`src/rtl/rhythm_window_analyzer.sv`:
```
// Rolling-window rhythm classifier: per-class beat counts, dominant class and confidence floor(dom*255/fill).
// Result appears 10 cycles after a trigger; triggers arriving while busy coalesce into one pending analysis.
module rhythm_window_analyzer #(
    parameter int WIN_DEPTH = 8,
    parameter int MIN_FORCE = 4,
    parameter int CNT_W     = $clog2(WIN_DEPTH) + 1
) (
    input  logic                 clk,
    input  logic                 rst,
    input  logic                 beat_valid,
    input  logic                 live_brady,
    input  logic                 live_tachy,
    input  logic                 live_irreg,
    input  logic                 force_anlz,
    input  logic                 win_clear,
    output logic [1:0]           final_diag,
    output logic [7:0]           confidence,
    output logic                 diag_valid,
    output logic                 busy,
    output logic                 force_reject,
    output logic [CNT_W-1:0]     fill_level,
    output logic [4*CNT_W-1:0]   class_counts
);

    localparam int PTR_W = $clog2(WIN_DEPTH);
    localparam int NUM_W = CNT_W + 8;

    typedef enum logic [1:0] {IDLE, DIV, DONE} state_t;

    state_t             state_q, state_d;
    logic [1:0]         win_q [WIN_DEPTH];
    logic [PTR_W-1:0]   wr_ptr_q, wr_ptr_d;
    logic [CNT_W-1:0]   fill_q, fill_d;
    logic [CNT_W-1:0]   cnt_q [4];
    logic [CNT_W-1:0]   cnt_d [4];
    logic               force_prev_q;
    logic               pending_q, pending_d;
    logic               force_reject_q, force_reject_d;
    logic [CNT_W-1:0]   rem_q, rem_d;
    logic [CNT_W-1:0]   div_q, div_d;
    logic [7:0]         num_lo_q, num_lo_d;
    logic [7:0]         quo_q, quo_d;
    logic [2:0]         bit_q, bit_d;
    logic [1:0]         dom_cls_q, dom_cls_d;
    logic [1:0]         final_q, final_d;
    logic [7:0]         conf_q, conf_d;
    logic               diag_valid_q, diag_valid_d;

    logic [1:0]         new_cls;
    logic [1:0]         old_cls;
    logic               push;
    logic               full;
    logic               force_edge;
    logic               force_ok;
    logic               auto_trig;
    logic               trig;
    logic               load;
    logic [1:0]         dom_sel;
    logic [CNT_W-1:0]   dom_cnt;
    logic [NUM_W-1:0]   num;
    logic [CNT_W:0]     rem_sh;
    logic               ge;
    logic [CNT_W-1:0]   rem_next;

    assign new_cls    = live_irreg ? 2'b11 : live_brady ? 2'b01 : live_tachy ? 2'b10 : 2'b00;
    assign old_cls    = win_q[wr_ptr_q];
    assign push       = beat_valid & ~win_clear;
    assign full       = (fill_q == CNT_W'(WIN_DEPTH));
    assign force_edge = force_anlz & ~force_prev_q;

    // Window bookkeeping: a full-window push retires the overwritten class in the same cycle.
    always_comb begin
        fill_d   = fill_q;
        wr_ptr_d = wr_ptr_q;
        for (int k = 0; k < 4; k++) cnt_d[k] = cnt_q[k];
        if (win_clear) begin
            fill_d   = '0;
            wr_ptr_d = '0;
            for (int k = 0; k < 4; k++) cnt_d[k] = '0;
        end else if (push) begin
            wr_ptr_d = wr_ptr_q + PTR_W'(1);
            if (!full) fill_d = fill_q + CNT_W'(1);
            for (int k = 0; k < 4; k++) begin
                if (2'(k) == new_cls && !(full && old_cls == new_cls))
                    cnt_d[k] = cnt_q[k] + CNT_W'(1);
                else if (full && 2'(k) == old_cls && old_cls != new_cls)
                    cnt_d[k] = cnt_q[k] - CNT_W'(1);
            end
        end
    end

    assign auto_trig      = push & (fill_d == CNT_W'(WIN_DEPTH));
    assign force_ok       = force_edge & ~win_clear & (fill_d >= CNT_W'(MIN_FORCE));
    assign force_reject_d = force_edge & ~force_ok;
    assign trig           = auto_trig | force_ok;

    // Later classes win ties, giving irreg > tachy > brady > normal.
    always_comb begin
        dom_sel = 2'b00;
        dom_cnt = cnt_q[0];
        for (int k = 1; k < 4; k++) begin
            if (cnt_q[k] >= dom_cnt) begin
                dom_sel = 2'(k);
                dom_cnt = cnt_q[k];
            end
        end
    end

    assign num      = ({8'b0, dom_cnt} << 8) - {8'b0, dom_cnt};
    assign rem_sh   = {rem_q, num_lo_q[7]};
    assign ge       = (rem_sh >= {1'b0, div_q});
    assign rem_next = ge ? CNT_W'(rem_sh - {1'b0, div_q}) : rem_sh[CNT_W-1:0];

    always_comb begin
        state_d      = state_q;
        pending_d    = pending_q;
        rem_d        = rem_q;
        div_d        = div_q;
        num_lo_d     = num_lo_q;
        quo_d        = quo_q;
        bit_d        = bit_q;
        dom_cls_d    = dom_cls_q;
        final_d      = final_q;
        conf_d       = conf_q;
        diag_valid_d = 1'b0;
        load         = 1'b0;
        case (state_q)
            IDLE: begin
                if (pending_q) load = 1'b1;
            end
            DIV: begin
                rem_d    = rem_next;
                num_lo_d = {num_lo_q[6:0], 1'b0};
                quo_d    = {quo_q[6:0], ge};
                bit_d    = bit_q + 3'd1;
                if (bit_q == 3'd7) state_d = DONE;
            end
            DONE: begin
                final_d      = dom_cls_q;
                conf_d       = quo_q;
                diag_valid_d = 1'b1;
                state_d      = IDLE;
                if (pending_q) load = 1'b1;
            end
            default: state_d = IDLE;
        endcase
        // The top bits of dom*255 are already below fill, so 8 steps yield the full quotient.
        if (load) begin
            state_d   = DIV;
            pending_d = 1'b0;
            dom_cls_d = dom_sel;
            div_d     = fill_q;
            rem_d     = num[NUM_W-1:8];
            num_lo_d  = num[7:0];
            quo_d     = '0;
            bit_d     = '0;
        end
        if (trig) pending_d = 1'b1;
        if (win_clear) begin
            state_d      = IDLE;
            pending_d    = 1'b0;
            diag_valid_d = 1'b0;
            final_d      = final_q;
            conf_d       = conf_q;
        end
    end

    always_ff @(posedge clk) begin
        if (rst) begin
            state_q        <= IDLE;
            wr_ptr_q       <= '0;
            fill_q         <= '0;
            for (int k = 0; k < 4; k++) cnt_q[k] <= '0;
            for (int k = 0; k < WIN_DEPTH; k++) win_q[k] <= 2'b00;
            force_prev_q   <= 1'b0;
            pending_q      <= 1'b0;
            force_reject_q <= 1'b0;
            rem_q          <= '0;
            div_q          <= '0;
            num_lo_q       <= '0;
            quo_q          <= '0;
            bit_q          <= '0;
            dom_cls_q      <= '0;
            final_q        <= '0;
            conf_q         <= '0;
            diag_valid_q   <= 1'b0;
        end else begin
            state_q        <= state_d;
            wr_ptr_q       <= wr_ptr_d;
            fill_q         <= fill_d;
            for (int k = 0; k < 4; k++) cnt_q[k] <= cnt_d[k];
            if (push) win_q[wr_ptr_q] <= new_cls;
            force_prev_q   <= force_anlz;
            pending_q      <= pending_d;
            force_reject_q <= force_reject_d;
            rem_q          <= rem_d;
            div_q          <= div_d;
            num_lo_q       <= num_lo_d;
            quo_q          <= quo_d;
            bit_q          <= bit_d;
            dom_cls_q      <= dom_cls_d;
            final_q        <= final_d;
            conf_q         <= conf_d;
            diag_valid_q   <= diag_valid_d;
        end
    end

    assign final_diag   = final_q;
    assign confidence   = conf_q;
    assign diag_valid   = diag_valid_q;
    assign busy         = (state_q != IDLE);
    assign force_reject = force_reject_q;
    assign fill_level   = fill_q;
    assign class_counts = {cnt_q[3], cnt_q[2], cnt_q[1], cnt_q[0]};

endmodule
```
`config.mk`:
```
export PLATFORM = sky130hd
export DESIGN_NAME = rhythm_window_analyzer
export DESIGN_NICKNAME = d
export VERILOG_FILES = /design/src/rtl/rhythm_window_analyzer.sv
export SDC_FILE = /design/constraint.sdc
export NUM_CORES = 1
export LEC_CHECK = 0
export BUFFER_PORTS_ARGS = -buffer_cell sky130_fd_sc_hd__buf_2
export CAP_MARGIN = 40
export CORE_UTILIZATION = 45
export DETAILED_ROUTE_END_ITERATION = 7
export GPL_ROUTABILITY_DRIVEN = 0
export HOLD_SLACK_MARGIN = 0.08
export PLACE_DENSITY = 0.71
export RECOVER_POWER = 25
export SYNTH_ARGS = -nofsm -noshare
export SYNTH_HDL_FRONTEND = slang
export SYNTH_SLANG_ARGS = --single-unit
```
`constraint.sdc`:
```
create_clock -name clk -period 9.4 [get_ports clk]
set_clock_uncertainty 0.2 [all_clocks]
set_input_delay 1.88 -clock clk [delete_from_list [all_inputs] [get_ports clk]]
set_output_delay 1.88 -clock clk [all_outputs]
set_load 0.03 [all_outputs]
```
==> metrics.md <==
| Metric | Value |
|---|---|
| Crit Path Max Fanout | `8` |
| Worst hold path class | `reg -> reg` |
| Initial antenna violation count | `0` |
| Number of synthesized flops with an enable pin | `16` |
| Remaining DRCs | `0` |
| Largest net degree at the start of global routing | `29` |
| CTS-repair resized insts | `0` |
| Int Pwr | `0.0005283 W` |
| Synth area leader | `dfxtp_1` |
| Final wirelength | `9913 um` |
| Fin. max-slew vios | `27` |
| Post-synthesis sequential area ratio | `40.51%` |
| Flops & latches, synth | `87` |
| Switching share of power | `24.74%` |
| RSZ-0062 raised after global routing | `false` |
| Drt via density | `5.400` |
| Failing checks | `capacitance limit, slew limit` |
| CTS root buf | `clkbuf_8` |
| Antenna Cells | `0` |
| Worst setup EP type | `register` |
| Worst slew margin | `-3.813%` |
| WP data arrival | `5980 ps` |
| Post-synth cell types | `56` |
| Die Y-Extent | `104.1 um` |
| IR drop worst, VDD | `0.06561 mV` |
| Die ar. | `10,850 sq um` |
| Clk_lat worst skew | `360 ps` |
| Reg power frac | `55.3%` |
| R2R setup slack | `3420 ps` |
| Crit Path Class | `reg -> reg` |
| P_leak | `2.062 nW` |
| HPWL Detailed | `7278 um` |
| Avg Cell Area, Syn | `8.993 sq um` |
| Outcome | `finished, violations left` |
| Nets | `595` |
| RR Startpoint | `cnt_q[0][1]$_SDFFE_PP0P_` |
| Die Span X | `104.1 um` |
| CP required | `9400 ps` |
| Fin util | `52.07%` |
| Async set-reset flop share out of synthesis | `0%` |
| Share of layout cells above drive strength 1 | `13.57%` |
| Crit. Startpoint | `cnt_q[0][1]$_SDFFE_PP0P_` |
| Cell count after synthesis | `522` |
| Total GRT Usage | `19.58%` |
| Most common cell in the netlist | `nor2_1` |
| # Max-Cap Violations | `1` |
| Ys flop type | `dfxtp_1` |
| H-tree lvl count | `3` |
| Gate power share | `8.0%` |
| Iter 0 DRT Violations | `187` |
| Yosys warnings | `0` |
| Largest cells by area after synthesis | `dfxtp_1, edfxtp_1, ha_1` |
| Setup Viol. Count Final | `0` |
| First-pass GRT wire length | `17,180 um` |
| Clk buf depth | `2` |
| Clock transition at the registers of the reported paths | `90 ps` |
| Fmax | `167.2 MHz` |
| IO Port Bufs | `40` |
| Wire per inst | `14.30 um` |
| Setup TNS | `0 ps` |
| Gr ovfl total | `0` |
| Synth cell count leaders | `nor2_1, nand2_1, dfxtp_1, a21oi_1, ha_1` |
| Clock share of power | `36.7%` |
| CP endpoint | `rem_q[3]$_SDFFE_PP0P_` |
| Initial Utilization | `47.16%` |
| Worst flop-to-flop path endpoint | `rem_q[3]$_SDFFE_PP0P_` |
| Min Clock Period, post-route | `5980 ps` |
| Total number of vias | `3,742` |
| Measured slew at the worst slew-check pin | `1557 ps` |
| CTS Hold Bufs | `0` |
| Row cnt | `36` |
| Synthesized area | `4695 sq um` |
| Total CTS buffers | `9` |
| Vias in the first global route | `3,637` |
| Sw Pwr | `0.0001736 W` |
| CTS tree | `built` |
| Setup bufs post-CTS | `0` |
| TritonRoute pass-1 iters | `4` |
| Period utilization | `63.62%` |
| Io pins | `41` |
| Routed Antenna Nets | `0` |
| Yosys top cell area share | `30.28%` |
| Hold Vio Cnt, Final | `0` |
| Core ar. | `9955 sq um` |
| PwrDens | `135.4 nW/um^2` |
| FF-to-FF path depth | `23` |
| Area growth syn-to-layout | `10.42%` |
| Syn Nets | `562` |
| Crit start category | `register` |
| Clock Sinks | `87` |
-- kinds of logic (layout without fill, tap and decap cells) --
kind of cell,Yosys count,count (layout),synth area share [%]
simple gates,213,213,20.71
compound gates,92,92,13.41
flops,87,87,40.51
buf+inv,42,80,3.385
fa+ha+maj,33,33,9.542
mux,31,31,7.969
xor+xnor,24,24,4.478
-- cell type report --
| class | count | area (sq um) |
|---|---|---|
| clock inverter | 5 | 57.56 |
| sequential | 87 | 1902 |
| clock buffer | 11 | 131.4 |
| multi-input combinational | 393 | 2639 |
| inverter | 21 | 78.83 |
| timing repair buffer | 43 | 209.0 |
| tap | 133 | 166.4 |
| fill | 934 | 4771 |
-- worst max-delay path, cell delays in order, from the launching register on --
cell	delay (ps)
dfxtp_1	480
inv_1	100
ha_1	300
o211ai_2	110
o21ai_2	360
mux2_2	430
ha_1	270
nor2b_1	170
a21oi_1	60
or3_4	380
a41oi_4	280
mux2_2	410
ha_1	280
nand2b_1	150
and2_1	190
o211ai_1	160
nand2_1	100
a211o_2	370
mux2_4	350
inv_1	120
ha_1	160
inv_1	60
a211oi_2	230
nor4_2	80
-- stage by stage --
stage / total power, W / cell area, sq um / hold slack [ps] / setup WS, ps / cells
2_1_floorplan: 0.0004392 / 4695 / 200.9 / 3723 / 522
3_3_place_gp: 0.0004510 / 5001 / 210.2 / 3707 / 676
3_5_place_dp: 0.0004530 / 5009 / 225.4 / 3517 / 677
4_1_cts: 0.0007115 / 5197 / 242.6 / 3476 / 693
5_1_grt: 0.0007341 / 5184 / 262.4 / 3068 / 693
6_report: 0.0007019 / 5184 / 238.2 / 3420 / 693
-- state kept, by name, summed over array words and instances (netlist names), named ones only --
name          cells
dom_cls_q         2
final_diag        2
pending_q         1
diag_valid        1
confidence        8
win_q            16
rem_q             4
fill_level        4
num_lo_q          8
bit_q             3
force_reject      1
force_prev_q      1
div_q             4
state_q           2
cnt_q            16
quo_q             8
wr_ptr_q          3
-- placed cells by master (no fill, tap or decap), drive strengths merged, types with 2 or more instances in the layout --
| master | instances |
|---|---|
| or3 | 5 |
| clkbuf | 22 |
| xor2 | 14 |
| nand3 | 11 |
| xnor2 | 10 |
| a31o | 2 |
| fa | 5 |
| nor3b | 4 |
| mux2 | 5 |
| buf | 32 |
| or2 | 5 |
| nor2b | 9 |
| and2 | 2 |
| nand4 | 2 |
| inv | 22 |
| mux4 | 4 |
| mux2i | 22 |
| nor3 | 13 |
| a21oi | 41 |
| nor4b | 2 |
| clkinv | 3 |
| ha | 27 |
| a21o | 4 |
| edfxtp | 16 |
| nor2 | 75 |
| a211oi | 8 |
| dfxtp | 71 |
| nand2b | 7 |
| o211ai | 4 |
| o22ai | 4 |
| o221a | 3 |
| o21ai | 14 |
| a2111oi | 2 |
| nand2 | 74 |
-- routing by layer --
layer | vias to the layer above | part of all wire [%] | GRT usage [%]
met5 | - | 0 | 0
met4 | 0 | 1.3 | 6.735
met2 | 70 | 50 | 32.76
met3 | 13 | 3.4 | 4.261
li1 | 1874 | - | -
met1 | 1785 | 46 | 24.90
-- power by group through the flow --
stage,clock [W],sequential [W],combinational (W)
after global routing,0.000282,0.000389,0.0000628
after floorplan,0,0.000398,0.0000413
final,0.000258,0.000388,0.0000563
after detailed placement,0,0.000397,0.0000562
after CTS,0.000267,0.000388,0.0000564
after global placement,0,0.000397,0.0000545
-- worst min-delay path by stage --
stage	startpoint	endpoint	slack (ps)	cells after the start
global placement	force_prev_q$_SDFF_PP0_	force_reject$_SDFF_PP0_	210	1
global route	force_prev_q$_SDFF_PP0_	force_reject$_SDFF_PP0_	260	1
floorplan	force_prev_q$_SDFF_PP0_	force_reject$_SDFF_PP0_	200	1
finish	force_prev_q$_SDFF_PP0_	force_reject$_SDFF_PP0_	240	1
CTS	force_prev_q$_SDFF_PP0_	force_reject$_SDFF_PP0_	240	1
detailed placement	force_prev_q$_SDFF_PP0_	force_reject$_SDFF_PP0_	230	1
(Power assumes the default switching activity.)
